## src/rtl/uart_pkg.sv

```systemverilog
// Shared UART definitions: parity modes, receiver state encoding and a small vote helper.
package uart_pkg;

  localparam int unsigned PARITY_NONE = 0;
  localparam int unsigned PARITY_ODD  = 1;
  localparam int unsigned PARITY_EVEN = 2;

  typedef enum logic [2:0] {
    StIdle   = 3'd0,
    StStart  = 3'd1,
    StData   = 3'd2,
    StParity = 3'd3,
    StStop   = 3'd4
  } rx_state_e;

  function automatic logic majority3(input logic a, input logic b, input logic c);
    return (a & b) | (a & c) | (b & c);
  endfunction

endpackage

```

## src/rtl/uart_rx_sampler.sv

```systemverilog
// RX front end: 2-flop synchroniser, per-bit oversample counter and 3-sample majority vote.
module uart_rx_sampler
  import uart_pkg::*;
#(
  parameter int unsigned OVERSAMPLE = 16
) (
  input  logic sys_clk,
  input  logic sys_rst,
  input  logic rx_clk_en,
  input  logic rx,
  input  logic cnt_clr,
  output logic rxs,
  output logic bit_strobe,
  output logic bit_value,
  output logic bit_end
);

  localparam int unsigned M    = OVERSAMPLE / 2;
  localparam int unsigned CntW = $clog2(OVERSAMPLE);

  localparam logic [CntW-1:0] SFirst = CntW'(M - 1);
  localparam logic [CntW-1:0] SMid   = CntW'(M);
  localparam logic [CntW-1:0] SLast  = CntW'(M + 1);
  localparam logic [CntW-1:0] SEnd   = CntW'(OVERSAMPLE - 1);

  logic [1:0]      sync_q;
  logic [CntW-1:0] cnt_q, cnt_d;
  logic            samp0_q, samp0_d;
  logic            samp1_q, samp1_d;

  assign rxs = sync_q[1];

  always_comb begin
    cnt_d   = cnt_q;
    samp0_d = samp0_q;
    samp1_d = samp1_q;
    if (rx_clk_en) begin
      if (cnt_clr || cnt_q == SEnd) begin
        cnt_d = '0;
      end else begin
        cnt_d = cnt_q + CntW'(1);
      end
      if (cnt_q == SFirst) samp0_d = rxs;
      if (cnt_q == SMid)   samp1_d = rxs;
    end
  end

  // The third sample is the live rxs at s = M+1, so the vote is ready that same tick.
  assign bit_strobe = rx_clk_en && (cnt_q == SLast);
  assign bit_end    = rx_clk_en && (cnt_q == SEnd);
  assign bit_value  = majority3(samp0_q, samp1_q, rxs);

  always_ff @(posedge sys_clk) begin
    if (sys_rst) begin
      sync_q  <= 2'b11;
      cnt_q   <= '0;
      samp0_q <= 1'b1;
      samp1_q <= 1'b1;
    end else begin
      sync_q  <= {sync_q[0], rx};
      cnt_q   <= cnt_d;
      samp0_q <= samp0_d;
      samp1_q <= samp1_d;
    end
  end

endmodule

```

## src/rtl/uart_rx_param.sv

```systemverilog
// Parametrised oversampling UART receiver with parity/framing/overrun reporting and a
// valid/ready output holding register.
module uart_rx_param
  import uart_pkg::*;
#(
  parameter int unsigned DATA_BITS  = 8,
  parameter int unsigned OVERSAMPLE = 16,
  parameter int unsigned PARITY     = 0,
  parameter int unsigned STOP_BITS  = 1
) (
  input  logic                 sys_clk,
  input  logic                 sys_rst,
  input  logic                 rx_clk_en,
  input  logic                 rx,
  output logic [DATA_BITS-1:0] rx_data,
  output logic                 rx_valid,
  input  logic                 rx_ready,
  output logic                 frame_err,
  output logic                 parity_err,
  output logic                 overrun,
  input  logic                 overrun_clr,
  output logic                 busy
);

  localparam int unsigned IdxW = $clog2(DATA_BITS);
  localparam logic [IdxW-1:0] LastIdx = IdxW'(DATA_BITS - 1);
  localparam logic LastStop = (STOP_BITS == 2);

  rx_state_e state_q, state_d;

  logic [IdxW-1:0]      bit_idx_q, bit_idx_d;
  logic                 stop_idx_q, stop_idx_d;
  logic [DATA_BITS-1:0] shift_q, shift_d;
  logic                 fe_pend_q, fe_pend_d;
  logic                 pe_pend_q, pe_pend_d;
  logic                 armed_q, armed_d;

  logic [DATA_BITS-1:0] rx_data_q, rx_data_d;
  logic                 rx_valid_q, rx_valid_d;
  logic                 frame_err_q, frame_err_d;
  logic                 parity_err_q, parity_err_d;
  logic                 overrun_q, overrun_d;

  logic rxs, bit_strobe, bit_value, bit_end, cnt_clr;
  logic commit, commit_fe, accept;

  uart_rx_sampler #(
    .OVERSAMPLE (OVERSAMPLE)
  ) u_sampler (
    .sys_clk    (sys_clk),
    .sys_rst    (sys_rst),
    .rx_clk_en  (rx_clk_en),
    .rx         (rx),
    .cnt_clr    (cnt_clr),
    .rxs        (rxs),
    .bit_strobe (bit_strobe),
    .bit_value  (bit_value),
    .bit_end    (bit_end)
  );

  always_comb begin
    state_d    = state_q;
    bit_idx_d  = bit_idx_q;
    stop_idx_d = stop_idx_q;
    shift_d    = shift_q;
    fe_pend_d  = fe_pend_q;
    pe_pend_d  = pe_pend_q;
    armed_d    = armed_q;
    commit     = 1'b0;
    commit_fe  = 1'b0;
    cnt_clr    = 1'b0;
    if (rx_clk_en) begin
      unique case (state_q)
        StIdle: begin
          cnt_clr = 1'b1;
          if (rxs) begin
            armed_d = 1'b1;
          end else if (armed_q) begin
            // This tick counts as s = 0 of the start bit.
            state_d    = StStart;
            cnt_clr    = 1'b0;
            bit_idx_d  = '0;
            stop_idx_d = 1'b0;
            fe_pend_d  = 1'b0;
            pe_pend_d  = 1'b0;
          end
        end
        StStart: begin
          if (bit_strobe && bit_value) begin
            state_d = StIdle;
            cnt_clr = 1'b1;
          end else if (bit_end) begin
            state_d = StData;
          end
        end
        StData: begin
          if (bit_strobe) shift_d = {bit_value, shift_q[DATA_BITS-1:1]};
          if (bit_end) begin
            if (bit_idx_q == LastIdx) begin
              state_d = (PARITY != PARITY_NONE) ? StParity : StStop;
            end else begin
              bit_idx_d = bit_idx_q + IdxW'(1);
            end
          end
        end
        StParity: begin
          if (bit_strobe) begin
            pe_pend_d = (PARITY == PARITY_ODD) ? ~(^shift_q ^ bit_value)
                                               : (^shift_q ^ bit_value);
          end
          if (bit_end) state_d = StStop;
        end
        StStop: begin
          if (bit_strobe) begin
            if (!bit_value) fe_pend_d = 1'b1;
            if (stop_idx_q == LastStop) begin
              // Commit mid-bit and drop to idle early to leave half a bit of resync margin.
              commit    = 1'b1;
              commit_fe = fe_pend_q | ~bit_value;
              state_d   = StIdle;
              cnt_clr   = 1'b1;
              if (commit_fe) armed_d = 1'b0;
            end
          end else if (bit_end) begin
            stop_idx_d = 1'b1;
          end
        end
        default: begin
          state_d = StIdle;
          cnt_clr = 1'b1;
        end
      endcase
    end
  end

  assign accept = rx_valid_q && rx_ready;

  always_comb begin
    rx_data_d    = rx_data_q;
    rx_valid_d   = rx_valid_q;
    frame_err_d  = frame_err_q;
    parity_err_d = parity_err_q;
    overrun_d    = overrun_q;
    if (overrun_clr) overrun_d = 1'b0;
    if (commit) begin
      if (!rx_valid_q || accept) begin
        rx_data_d    = shift_q;
        rx_valid_d   = 1'b1;
        frame_err_d  = commit_fe;
        parity_err_d = pe_pend_q;
      end else begin
        // A new overrun outranks a simultaneous clear.
        overrun_d = 1'b1;
      end
    end else if (accept) begin
      rx_valid_d   = 1'b0;
      frame_err_d  = 1'b0;
      parity_err_d = 1'b0;
    end
  end

  always_ff @(posedge sys_clk) begin
    if (sys_rst) begin
      state_q      <= StIdle;
      bit_idx_q    <= '0;
      stop_idx_q   <= 1'b0;
      shift_q      <= '0;
      fe_pend_q    <= 1'b0;
      pe_pend_q    <= 1'b0;
      armed_q      <= 1'b1;
      rx_data_q    <= '0;
      rx_valid_q   <= 1'b0;
      frame_err_q  <= 1'b0;
      parity_err_q <= 1'b0;
      overrun_q    <= 1'b0;
    end else begin
      state_q      <= state_d;
      bit_idx_q    <= bit_idx_d;
      stop_idx_q   <= stop_idx_d;
      shift_q      <= shift_d;
      fe_pend_q    <= fe_pend_d;
      pe_pend_q    <= pe_pend_d;
      armed_q      <= armed_d;
      rx_data_q    <= rx_data_d;
      rx_valid_q   <= rx_valid_d;
      frame_err_q  <= frame_err_d;
      parity_err_q <= parity_err_d;
      overrun_q    <= overrun_d;
    end
  end

  assign rx_data    = rx_data_q;
  assign rx_valid   = rx_valid_q;
  assign frame_err  = frame_err_q;
  assign parity_err = parity_err_q;
  assign overrun    = overrun_q;
  assign busy       = (state_q != StIdle);

endmodule

```

## config.mk

```make
export PLATFORM = sky130hd
export DESIGN_NAME = uart_rx_param
export DESIGN_NICKNAME = d
export VERILOG_FILES = /design/src/rtl/uart_pkg.sv /design/src/rtl/uart_rx_sampler.sv /design/src/rtl/uart_rx_param.sv
export SDC_FILE = /design/constraint.sdc
export NUM_CORES = 1
export LEC_CHECK = 0
export CAP_MARGIN = 20
export CORE_MARGIN = 2
export CORE_UTILIZATION = 50
export DETAILED_ROUTE_END_ITERATION = 8
export GPL_TIMING_DRIVEN = 0
export PLACE_DENSITY = 0.72
export SETUP_SLACK_MARGIN = 0.15
export SYNTH_ARGS = -nofsm -noshare
export SYNTH_HDL_FRONTEND = slang
export SYNTH_SLANG_ARGS = --single-unit
```

## constraint.sdc

```tcl
create_clock -name sys_clk -period 3.7 [get_ports sys_clk]
set_input_delay 0.74 -clock sys_clk [delete_from_list [all_inputs] [get_ports sys_clk]]
set_output_delay 0.74 -clock sys_clk [all_outputs]
set_load 0.01 [all_outputs]
```

==> results of run 1 <==
state kept, by name, summed over array words and instances (netlist names):
name / count
bit_idx_q: 3
rx_data: 8
rx_valid: 1
fe_pend_q: 1
u_sampler.samp1_q: 1
overrun: 1
frame_err: 1
u_sampler.sync_q: 2
shift_q: 8
stop_idx_q: 1
armed_q: 1
u_sampler.samp0_q: 1
u_sampler.cnt_q: 4
state_q: 3
parity_err: 1
pe_pend_q: 1
worst max-delay path: stages, from the launching register on:
cell             delay, ns
dfxtp_1               0.31
clkbuf_1              0.36
inv_1                 0.16
nand2_1               0.10
clkdlybuf4s50_1       0.54
logic make-up (layout without fill, tap and decap cells):
family                     after synthesis  after routing
muxes                                   11             11
buffers and inverters                   21             46
xor gates and xnor gates                 8              8
AOI/OAI and AO/OA                       42             42
DFF                                     38             38
and+or+nand+nor                         87             87
adders and majority gates                6              6
synth_stat cells, types with 2 or more instances:
library cell / n
a211o_1: 2
a21oi_1: 18
a31oi_1: 5
buf_6: 2
clkbuf_1: 8
dfxtp_1: 38
ha_1: 5
inv_1: 9
mux2i_1: 10
nand2_1: 13
nand2b_1: 7
nand3_1: 13
nand3b_1: 3
nand4_1: 3
nand4b_1: 2
nor2_1: 25
nor2b_1: 5
nor3_1: 6
o2111ai_1: 2
o21ai_0: 5
o311ai_0: 2
or2_2: 3
xnor2_1: 8
power by group through the flow:
stage	clock, mW	sequential [mW]	combinational [mW]
detailed placement	0	0.422	0.0353
global placement	0	0.422	0.0350
finish	0.301	0.412	0.0357
global route	0.325	0.412	0.0391
CTS	0.305	0.412	0.0356
floorplan	0	0.421	0.0225
cell type report:
| cell class | instances | area [um^2] |
|---|---|---|
| plain buffers | 12 | 65.1 |
| clock buffers | 6 | 82.6 |
| clock inverters | 2 | 12.5 |
| fillers | 329 | 1430 |
| inverters | 9 | 33.8 |
| multi-input cells | 154 | 988 |
| flip-flops and latches | 38 | 761 |
| well taps | 48 | 60.1 |
| repair buffers | 17 | 170 |
metal layers:
layer | wire length, um | track usage | vias up | part of all wire
li1 | - | - | 795 | -
met1 | 1910 | 0.277 | 729 | 0.48
met2 | 1840 | 0.340 | 38 | 0.46
met3 | 199 | 0.0556 | 7 | 0.050
met4 | 58 | 0.0824 | 0 | 0.015
met5 | 0 | 0 | - | 0
metrics by stage:
step / setup slack, ns / instances / hold WS (ns) / total power [mW]
final: 1.20 / 286 / 0.437 / 0.748
after global routing: 1.10 / 286 / 0.466 / 0.777
after CTS: 1.21 / 286 / 0.442 / 0.753
after detailed placement: 1.05 / 278 / 0.411 / 0.457
after global placement: 1.04 / 278 / 0.393 / 0.457
after floorplan: 1.80 / 213 / 0.389 / 0.444
worst min-delay path by stage:
stage,endpoint,slack (ns),cells after the start,startpoint
after floorplan,u_sampler.sync_q[1],0.39,1,u_sampler.sync_q[0]
after global placement,u_sampler.sync_q[1],0.39,1,u_sampler.sync_q[0]
after detailed placement,u_sampler.sync_q[1],0.41,1,u_sampler.sync_q[0]
after CTS,u_sampler.sync_q[1],0.44,1,u_sampler.sync_q[0]
after global routing,u_sampler.sync_q[1],0.47,1,u_sampler.sync_q[0]
final,u_sampler.sync_q[1],0.44,1,u_sampler.sync_q[0]
==> metrics, run 1 <==
dpl cell area between 2000 and 2500 um^2; clk_lat worst skew 0.30 ns; H-tree Lvls 2; number of synthesized register bits 38; crit path time final 2.50 ns; min-delay worst type reg2reg; worst slew pin tran roughly 0.5 ns; status finished, final reports clean; max_cap viols 0; clock skew 0.00730 ns; post-layout util 0.603; effective utilization at floorplan 0.512; Sw Ratio 0.233; top cells by area, synth dfxtp_1 (41%), mux2i_1 (5.4%), nor2_1 (5.1%), a21oi_1 (4.9%), xnor2_1 (3.8%); drt via density approximately 5.5; die area 4200 um^2; initial antenna violation count 0; Setup crit start state_q[2]; I/O pins 19; clock share of power 0.402; most common cell after layout, fill and taps aside dfxtp_1; Final setup viols 0; Worst Setup EP busy; core area 3610 um^2; cell count after synthesis 213; CP endpoint kind primary output; initial DRC count 84; startpoint types flop; Compound-Gate Fraction of Synth Area 0.146; post-synthesis area per instance about 8.7 um^2; EDFF count, synth 0; Worst Path Required 2.96 ns; Tcrit/Tclk final 0.675; mux contribution to synthesized area 0.0603; Slew Viols, Final 0; Final Hold Fails 0; clk sinks 38; clock-pin slew on the worst setup and hold paths around 0.08 ns; First-pass DRT Iterations 4; Rel. slew slack 0.663; Yosys warnings 0; worst vdd ir 0.211 mV; sequential fraction of the synthesis area 0.412; Leakage Power roughly 0.76 nW; Mapped Area 1850 um^2; first-pass GRT wire length 6950 um; worst reg2reg setup slack about 1.7 ns; pwr/cell area ~340 nW/um^2; adder-cell share of the synthesized area 0.0393; clk root buf clkbuf_8; vias in the first global route 1519; Sw Pwr 0.174 mW; crit-path max FO 10; deepest clock path buffer count 2; Cell Int Power 0.574 mW; gp weighted congestion 0.823; Final TNS setup 0 ns; RR Startpoint u_sampler.cnt_q[0]; Routed Antenna Nets 0; PortBufs 17; Post-synth ARST share 0; proportion of layout cells with a drive suffix above 1 0.0882; FF-to-FF End armed_q; die width 64.8 um; Area growth syn-to-layout 17.6%; final instance area 2170 um^2; total grt overflow 0; Avg WL per Cell 14.0 um; RSZ-0062 raised after global routing false; total track usage 0.214; DIE HEIGHT roughly 65 um; arrival time worst endpoint between 1.5 and 2 ns; Crit Path Category reg2out; Comb power frac 0.048; Total Nets Final 248; WL final 4000 um; area fraction of the dominant cell type after synthesis 0.412; Simple-Gate Fraction of Synth Area 0.252; commonest non-fill, non-tap cells in the layout dfxtp_1 (38), nor2_1 (25), a21oi_1 (18), clkdlybuf4s50_1 (17); Post-CTS Setup Bufs 0; R2R depth 7; row count 22; hold buffer count at cts 0; Synth area leader dfxtp_1; largest net degree at the start of global routing 13; Cell variety after synth 42; hpwl dp 2790 um; Synth Area in XOR/XNOR 0.0379; sequential power share 0.551; Peak Freq about 400 MHz; n_diodes 0; CTS tree yes; Post-Syn Nets 224; most used flip-flop cell after synthesis dfxtp_1; largest family of logic cells by synthesized area simple AND/OR/NAND/NOR gates; Inserted Clock Buffers 5; post-CTS sizing 0; # DRC 0; routed via count 1569
No activity file was read; power rests on OpenSTA's default activity.
==> run 2: changes to the inputs <==
==> constraint.sdc (replaced) <==
create_clock -name sys_clk -period 2.43 [get_ports sys_clk]
set_input_delay 0.486 -clock sys_clk [delete_from_list [all_inputs] [get_ports sys_clk]]
set_output_delay 0.486 -clock sys_clk [all_outputs]
set_load 0.01 [all_outputs]
==> run 2 against run 1 <==
Compared with the run above:
- critical endpoint is now rx_data[1]
- critical path depth grew 2
- global-route usage did not move
- critical path type is now in2reg
- clock power rose by 51%
- sequential power rose by 52%
- final cell count did not move
- count of clock-buffer cells in the layout unchanged
- first-iteration DRC count fell by 9.5%
- largest cell class unchanged
- wire length increased by 0.25%
==> metrics, run 2 (same netlist as run 1, synthesis figures left out) <==
Final TNS setup 0 ns (unchanged); clock skew 0.00556 ns (-0.00174 ns); Final Power 1.14 mW (+52%); Total Nets Final 248 (unchanged); min-delay worst type reg2reg; core area 3610 um^2 (unchanged); Inserted Clock Buffers 5 (unchanged); Slew Viols, Final 0 (unchanged); Final setup viols 0 (unchanged); initial antenna violation count 0 (unchanged); total grt overflow 0 (unchanged); Tcrit/Tclk final 0.851; hpwl dp 2790 um (unchanged); die area 4200 um^2 (unchanged); hold depth 1 (unchanged); die width 64.8 um (unchanged); gp weighted congestion 0.823 (unchanged); clk root buf clkbuf_8; Rel. slew slack 0.659 (-0.00416); first-pass GRT wire length 6950 um (unchanged); Avg WL per Cell 14.0 um (+0.25%); post-layout util 0.603 (+0.000694); First-pass DRT Iterations 4 (unchanged); total track usage 0.214 (unchanged); Worst Setup Slack, final 0.361 ns (-0.840 ns); PortBufs 17 (unchanged); most common cell after layout, fill and taps aside dfxtp_1; DIE HEIGHT 64.8 um (unchanged); clock-pin slew on the worst setup and hold paths 0.08 ns (about the same); area used by multi-input combinational logic 988 um^2 (unchanged); commonest non-fill, non-tap cells in the layout dfxtp_1 (38), nor2_1 (25), a21oi_1 (18), clkdlybuf4s50_1 (17); Final Hold Fails 0 (unchanged); crit path time final 2.07 ns; worst slew pin tran 0.511 ns (+0.00624 ns); clk_lat worst skew 0.29 ns (about the same); effective utilization at floorplan 0.512 (unchanged); Post-CTS Setup Bufs 0 (unchanged); row count 22 (unchanged); status finished, final reports clean; Peak Freq roughly 480 MHz; arrival time worst endpoint 2.23 ns (+0.47 ns); CTS tree yes; pwr/cell area 523 nW/um^2 (+52%); max_cap viols 0 (unchanged); deepest clock path buffer count 2 (unchanged); worst vdd ir 0.321 mV (+52%); clk sinks 38 (unchanged); WL final 4010 um (+0.25%); n_diodes 0 (unchanged); FF/Latch Area 761 um^2 (unchanged); drt via density 5.44 (-0.83%); initial DRC count 76 (-9.5%); largest net degree at the start of global routing 13 (unchanged); pre-CTS setup slack 0.0313 ns (-1.02 ns); Layout fillers 327 (-0.61%); CP endpoint kind flop; Worst Path Required 2.59 ns (-0.37 ns); Area growth syn-to-layout 17.7%; # DRC 0 (unchanged); routed via count 1556 (-0.83%); Routed Antenna Nets 0 (unchanged); Leakage Power 0.765 nW (+0.91%); proportion of layout cells with a drive suffix above 1 0.0966 (+0.00840); Crit Path Category in2reg; I/O pins 19 (unchanged); H-tree Lvls 2 (unchanged); startpoint types primary input; crit-path max FO 10 (unchanged); RSZ-0062 raised after global routing false; R2R depth 8 (+1); vias in the first global route 1519 (unchanged)
-- run 2: report_power, final --
part	switching [mW]	leakage (nW)	internal (mW)	total [mW]
combinational	0.0333	0.411	0.0210	0.0543
sequential	0.00249	0.307	0.625	0.627
clock	0.228	0.0472	0.228	0.456
-- run 2: final cells by class --
| cell class | count | share of cell area |
|---|---|---|
| flip-flops and latches | 38 | 0.350 |
| well taps | 48 | 0.0276 |
| inverters | 9 | 0.0155 |
| multi-input cells | 154 | 0.454 |
| clock inverters | 2 | 0.00575 |
| repair buffers | 17 | 0.0782 |
| plain buffers | 12 | 0.0311 |
| clock buffers | 6 | 0.0380 |
-- run 2: timing repair --
item,CTS,global route
hold buffers,0,0
gates resized for setup,0,4
endpoints found under the setup margin,0,2
-- run 2: path summary, 6_finish.rpt --
path                               to  slack (ns)                start
setup / recovery           rx_data[1]        0.36            rx_clk_en
hold / removal    u_sampler.sync_q[1]        0.44  u_sampler.sync_q[0]
setup reg to reg           state_q[2]        0.50   u_sampler.cnt_q[1]
hold reg to reg   u_sampler.sync_q[1]        0.44  u_sampler.sync_q[0]
-- run 2: per-stage QoR --
| step | cell area, um^2 | std cells | hold WS [ns] |
|---|---|---|---|
| after floorplan | 1850 | 213 | 0.389 |
| after global placement | 2080 | 278 | 0.393 |
| final | 2180 | 286 | 0.436 |
| after CTS | 2170 | 286 | 0.442 |
| after detailed placement | 2080 | 278 | 0.411 |
| after global routing | 2180 | 286 | 0.466 |
-- run 2: routing by layer --
layer,share of wire,wire (um),GRT usage
met5,0,0,0
met4,0.010,42,0.0824
met3,0.045,180,0.0556
met2,0.46,1840,0.340
met1,0.49,1950,0.277
-- run 2: worst max-delay path, stage by stage --
cell and delay [ns]:
clkdlybuf4s50_1 0.56, nand3b_1 0.22, or3_4 0.46, nor2_8 0.22, mux2i_1 0.21, nor2_1 0.06
==> run 3: changes to the inputs <==
--- a/config.mk
+++ b/config.mk
@@ -6,11 +6,10 @@
 export NUM_CORES = 1
 export LEC_CHECK = 0
 export CAP_MARGIN = 20
-export CORE_MARGIN = 2
-export CORE_UTILIZATION = 50
+export CORE_UTILIZATION = 23
 export DETAILED_ROUTE_END_ITERATION = 8
 export GPL_TIMING_DRIVEN = 0
-export PLACE_DENSITY = 0.72
+export PLACE_DENSITY = 0.38
 export SETUP_SLACK_MARGIN = 0.15
 export SYNTH_ARGS = -nofsm -noshare
 export SYNTH_HDL_FRONTEND = slang
==> run 3 against run 2 <==
Compared with the run above:
- sequential share of layout area decreased by 1.3 points
- utilization down 31 points
- cell area grew 3.9%
- final cell count grew 19%
- critical path type unchanged
- global-route usage down 10 points
- count of clock-buffer cells in the layout unchanged
- combinational power up 3.9%
- non-clock buffer count is the same
- first-iteration DRC count grew 14%
- critical endpoint is now rx_data[4]
==> metrics, run 3 (same netlist as run 1, synthesis figures left out) <==
crit-path max FO 10 (unchanged); row count 32 (+45%); Worst Setup Slack, final 0.364 ns (+0.00312 ns); CP endpoint kind flop; worst vdd ir 0.222 mV (-31%); CP cell instances clkdlybuf4s50_1, nand3b_1, or3_4, nor2_8, mux2i_1, nor2_1; total grt overflow 0 (unchanged); placed insts 332 (+19%); Rel. slew slack 0.596 (-0.0634); CTS tree yes; Leakage Power 0.775 nW (+1.3%); Crit Path Category in2reg; Setup crit start rx_clk_en; effective utilization at floorplan 0.238 (-0.275); Sw Pwr 0.262 mW (-0.46%); final non-filler cell total 339 (+19%); commonest non-fill, non-tap cells in the layout dfxtp_1 (38), nor2_1 (25), a21oi_1 (18), clkdlybuf4s50_1 (17); proportion of layout cells with a drive suffix above 1 0.0928 (-0.00381); worst slew pin tran 0.606 ns (+0.0951 ns); Peak Freq 484 MHz (+0.15%); R2R depth 8 (unchanged); total track usage 0.114 (-0.100); n_diodes 0 (unchanged); clk root buf clkbuf_8; FF/Latch Area 761 um^2 (unchanged); Final TNS setup 0 ns (unchanged); Final setup viols 0 (unchanged); worst reg2reg setup slack 0.50 ns (about the same); initial antenna violation count 0 (unchanged); CP max-delay cell clkdlybuf4s50_1; Slew Viols, Final 0 (unchanged); first-pass GRT wire length 7470 um (+7.5%); hold depth 1 (unchanged); I/O pins 19 (unchanged); clock-pin slew on the worst setup and hold paths 0.07 ns (about the same); min-delay worst type reg2reg; Worst Setup EP rx_data[4]; PortBufs 17 (unchanged); max_cap viols 0 (unchanged); sequential power share 0.507 (-0.045); die width 91.6 um (+41%); Layout fillers 831 (+150%); # DRC 0 (unchanged); initial DRC count 87 (+14%); pre-CTS setup slack -0.0643 ns (-0.0956 ns); H-tree Lvls 2 (unchanged); hpwl dp 3160 um (+13%); most common cell after layout, fill and taps aside dfxtp_1; Worst Path Required 2.59 ns (about the same); arrival time worst endpoint 2.22 ns (about the same); gp weighted congestion 0.724 (-12%); Avg WL per Cell 13.1 um (-6.5%); Tcrit/Tclk final 0.850 (-0.00128); clock skew 0.00692 ns (+0.00136 ns); Sw Ratio 0.212 (-0.0196); clock share of power 0.447 (+0.046); Cell Int Power 0.974 mW (+12%); Routed Antenna Nets 0 (unchanged); clk_lat worst skew 0.29 ns (about the same); core area 7770 um^2 (+120%); pwr/cell area 547 nW/um^2 (+4.6%); clk sinks 38 (unchanged); Inserted Clock Buffers 5 (unchanged); drt via density 4.57 (-16%); Comb power frac 0.046 (-0.002); DIE HEIGHT 91.6 um (+41%); routed via count 1550 (-0.39%); crit path time final 2.07 ns (-0.00312 ns); largest net degree at the start of global routing 12 (-1); worst hold slack 0.416 ns (-0.0199 ns); FF-to-FF End state_q[2]; RSZ-0062 raised after global routing false; deepest clock path buffer count 2 (unchanged); post-layout util 0.291 (-0.312); First-pass DRT Iterations 4 (unchanged); startpoint types primary input; area used by multi-input combinational logic 988 um^2 (unchanged); status finished, final reports clean; vias in the first global route 1454 (-4.3%); RR Startpoint u_sampler.cnt_q[1]; WL final 4440 um (+11%); die area 8400 um^2 (+100%); Total Nets Final 248 (unchanged); Area growth syn-to-layout 22.3%; Largest stage delay, worst path 0.57 ns (about the same); Final Hold Fails 0 (unchanged)
==> run 3: changes by cell type in the layout (fill, tap and decap cells not counted) <==
cell and change:
bufinv_16 +1, clkinv_2 -1, clkinvlp_4 -1
==> run 3: final cells by class <==
class	instances	area share
inverter	9	0.0149
tap	102	0.0564
buffer	12	0.0299
multi-input combinational	154	0.437
clock buffer	6	0.0365
sequential	38	0.336
timing repair buffer	17	0.0753
clock inverter	1	0.0133
==> run 3: power groups by stage <==
stage / clock network (mW) / registers [mW] / logic (mW)
3_5_place_dp: 0 / 0.642 / 0.0570
4_1_cts: 0.574 / 0.627 / 0.0573
6_report: 0.553 / 0.627 / 0.0564
3_3_place_gp: 0 / 0.642 / 0.0573
2_1_floorplan: 0 / 0.641 / 0.0342
5_1_grt: 0.600 / 0.628 / 0.0630
==> run 3: worst min path at each step <==
stage	start	to	slack, ns
after detailed placement	u_sampler.sync_q[0]	u_sampler.sync_q[1]	0.40
after global routing	u_sampler.sync_q[0]	u_sampler.sync_q[1]	0.44
final	u_sampler.sync_q[0]	u_sampler.sync_q[1]	0.42
after floorplan	u_sampler.sync_q[0]	u_sampler.sync_q[1]	0.39
after global placement	u_sampler.sync_q[0]	u_sampler.sync_q[1]	0.39
after CTS	u_sampler.sync_q[0]	u_sampler.sync_q[1]	0.42
==> run 3: critical path, delay by kind of cell <==
kind                   cells  cell delay, ns
buffers and inverters      1            0.57
muxes                      1            0.21
and+or+nand+nor            4            0.95
==> run 3: per-layer routing <==
| metal | share of wire | up-vias | global-route usage |
|---|---|---|---|
| met5 | 0 | - | 0 |
| met4 | 0.016 | 0 | 0.0437 |
| met3 | 0.038 | 7 | 0.0265 |
| met2 | 0.43 | 29 | 0.169 |
| met1 | 0.51 | 718 | 0.159 |
| li1 | - | 796 | - |
==> run 3: through the flow <==
stage               instance area, um^2  power, mW
finish                             2260       1.24
global route                       2260       1.29
CTS                                2260       1.26
detailed placement                 2150      0.699
global placement                   2150      0.699
floorplan                          1850      0.675
==> run 3: timing repair <==
action / 4_1_cts / 5_1_grt
resized for setup: 1 / 2
endpoints found under the setup margin: 1 / 1
buffers inserted: 0 / 0
hold buffers: 0 / 0
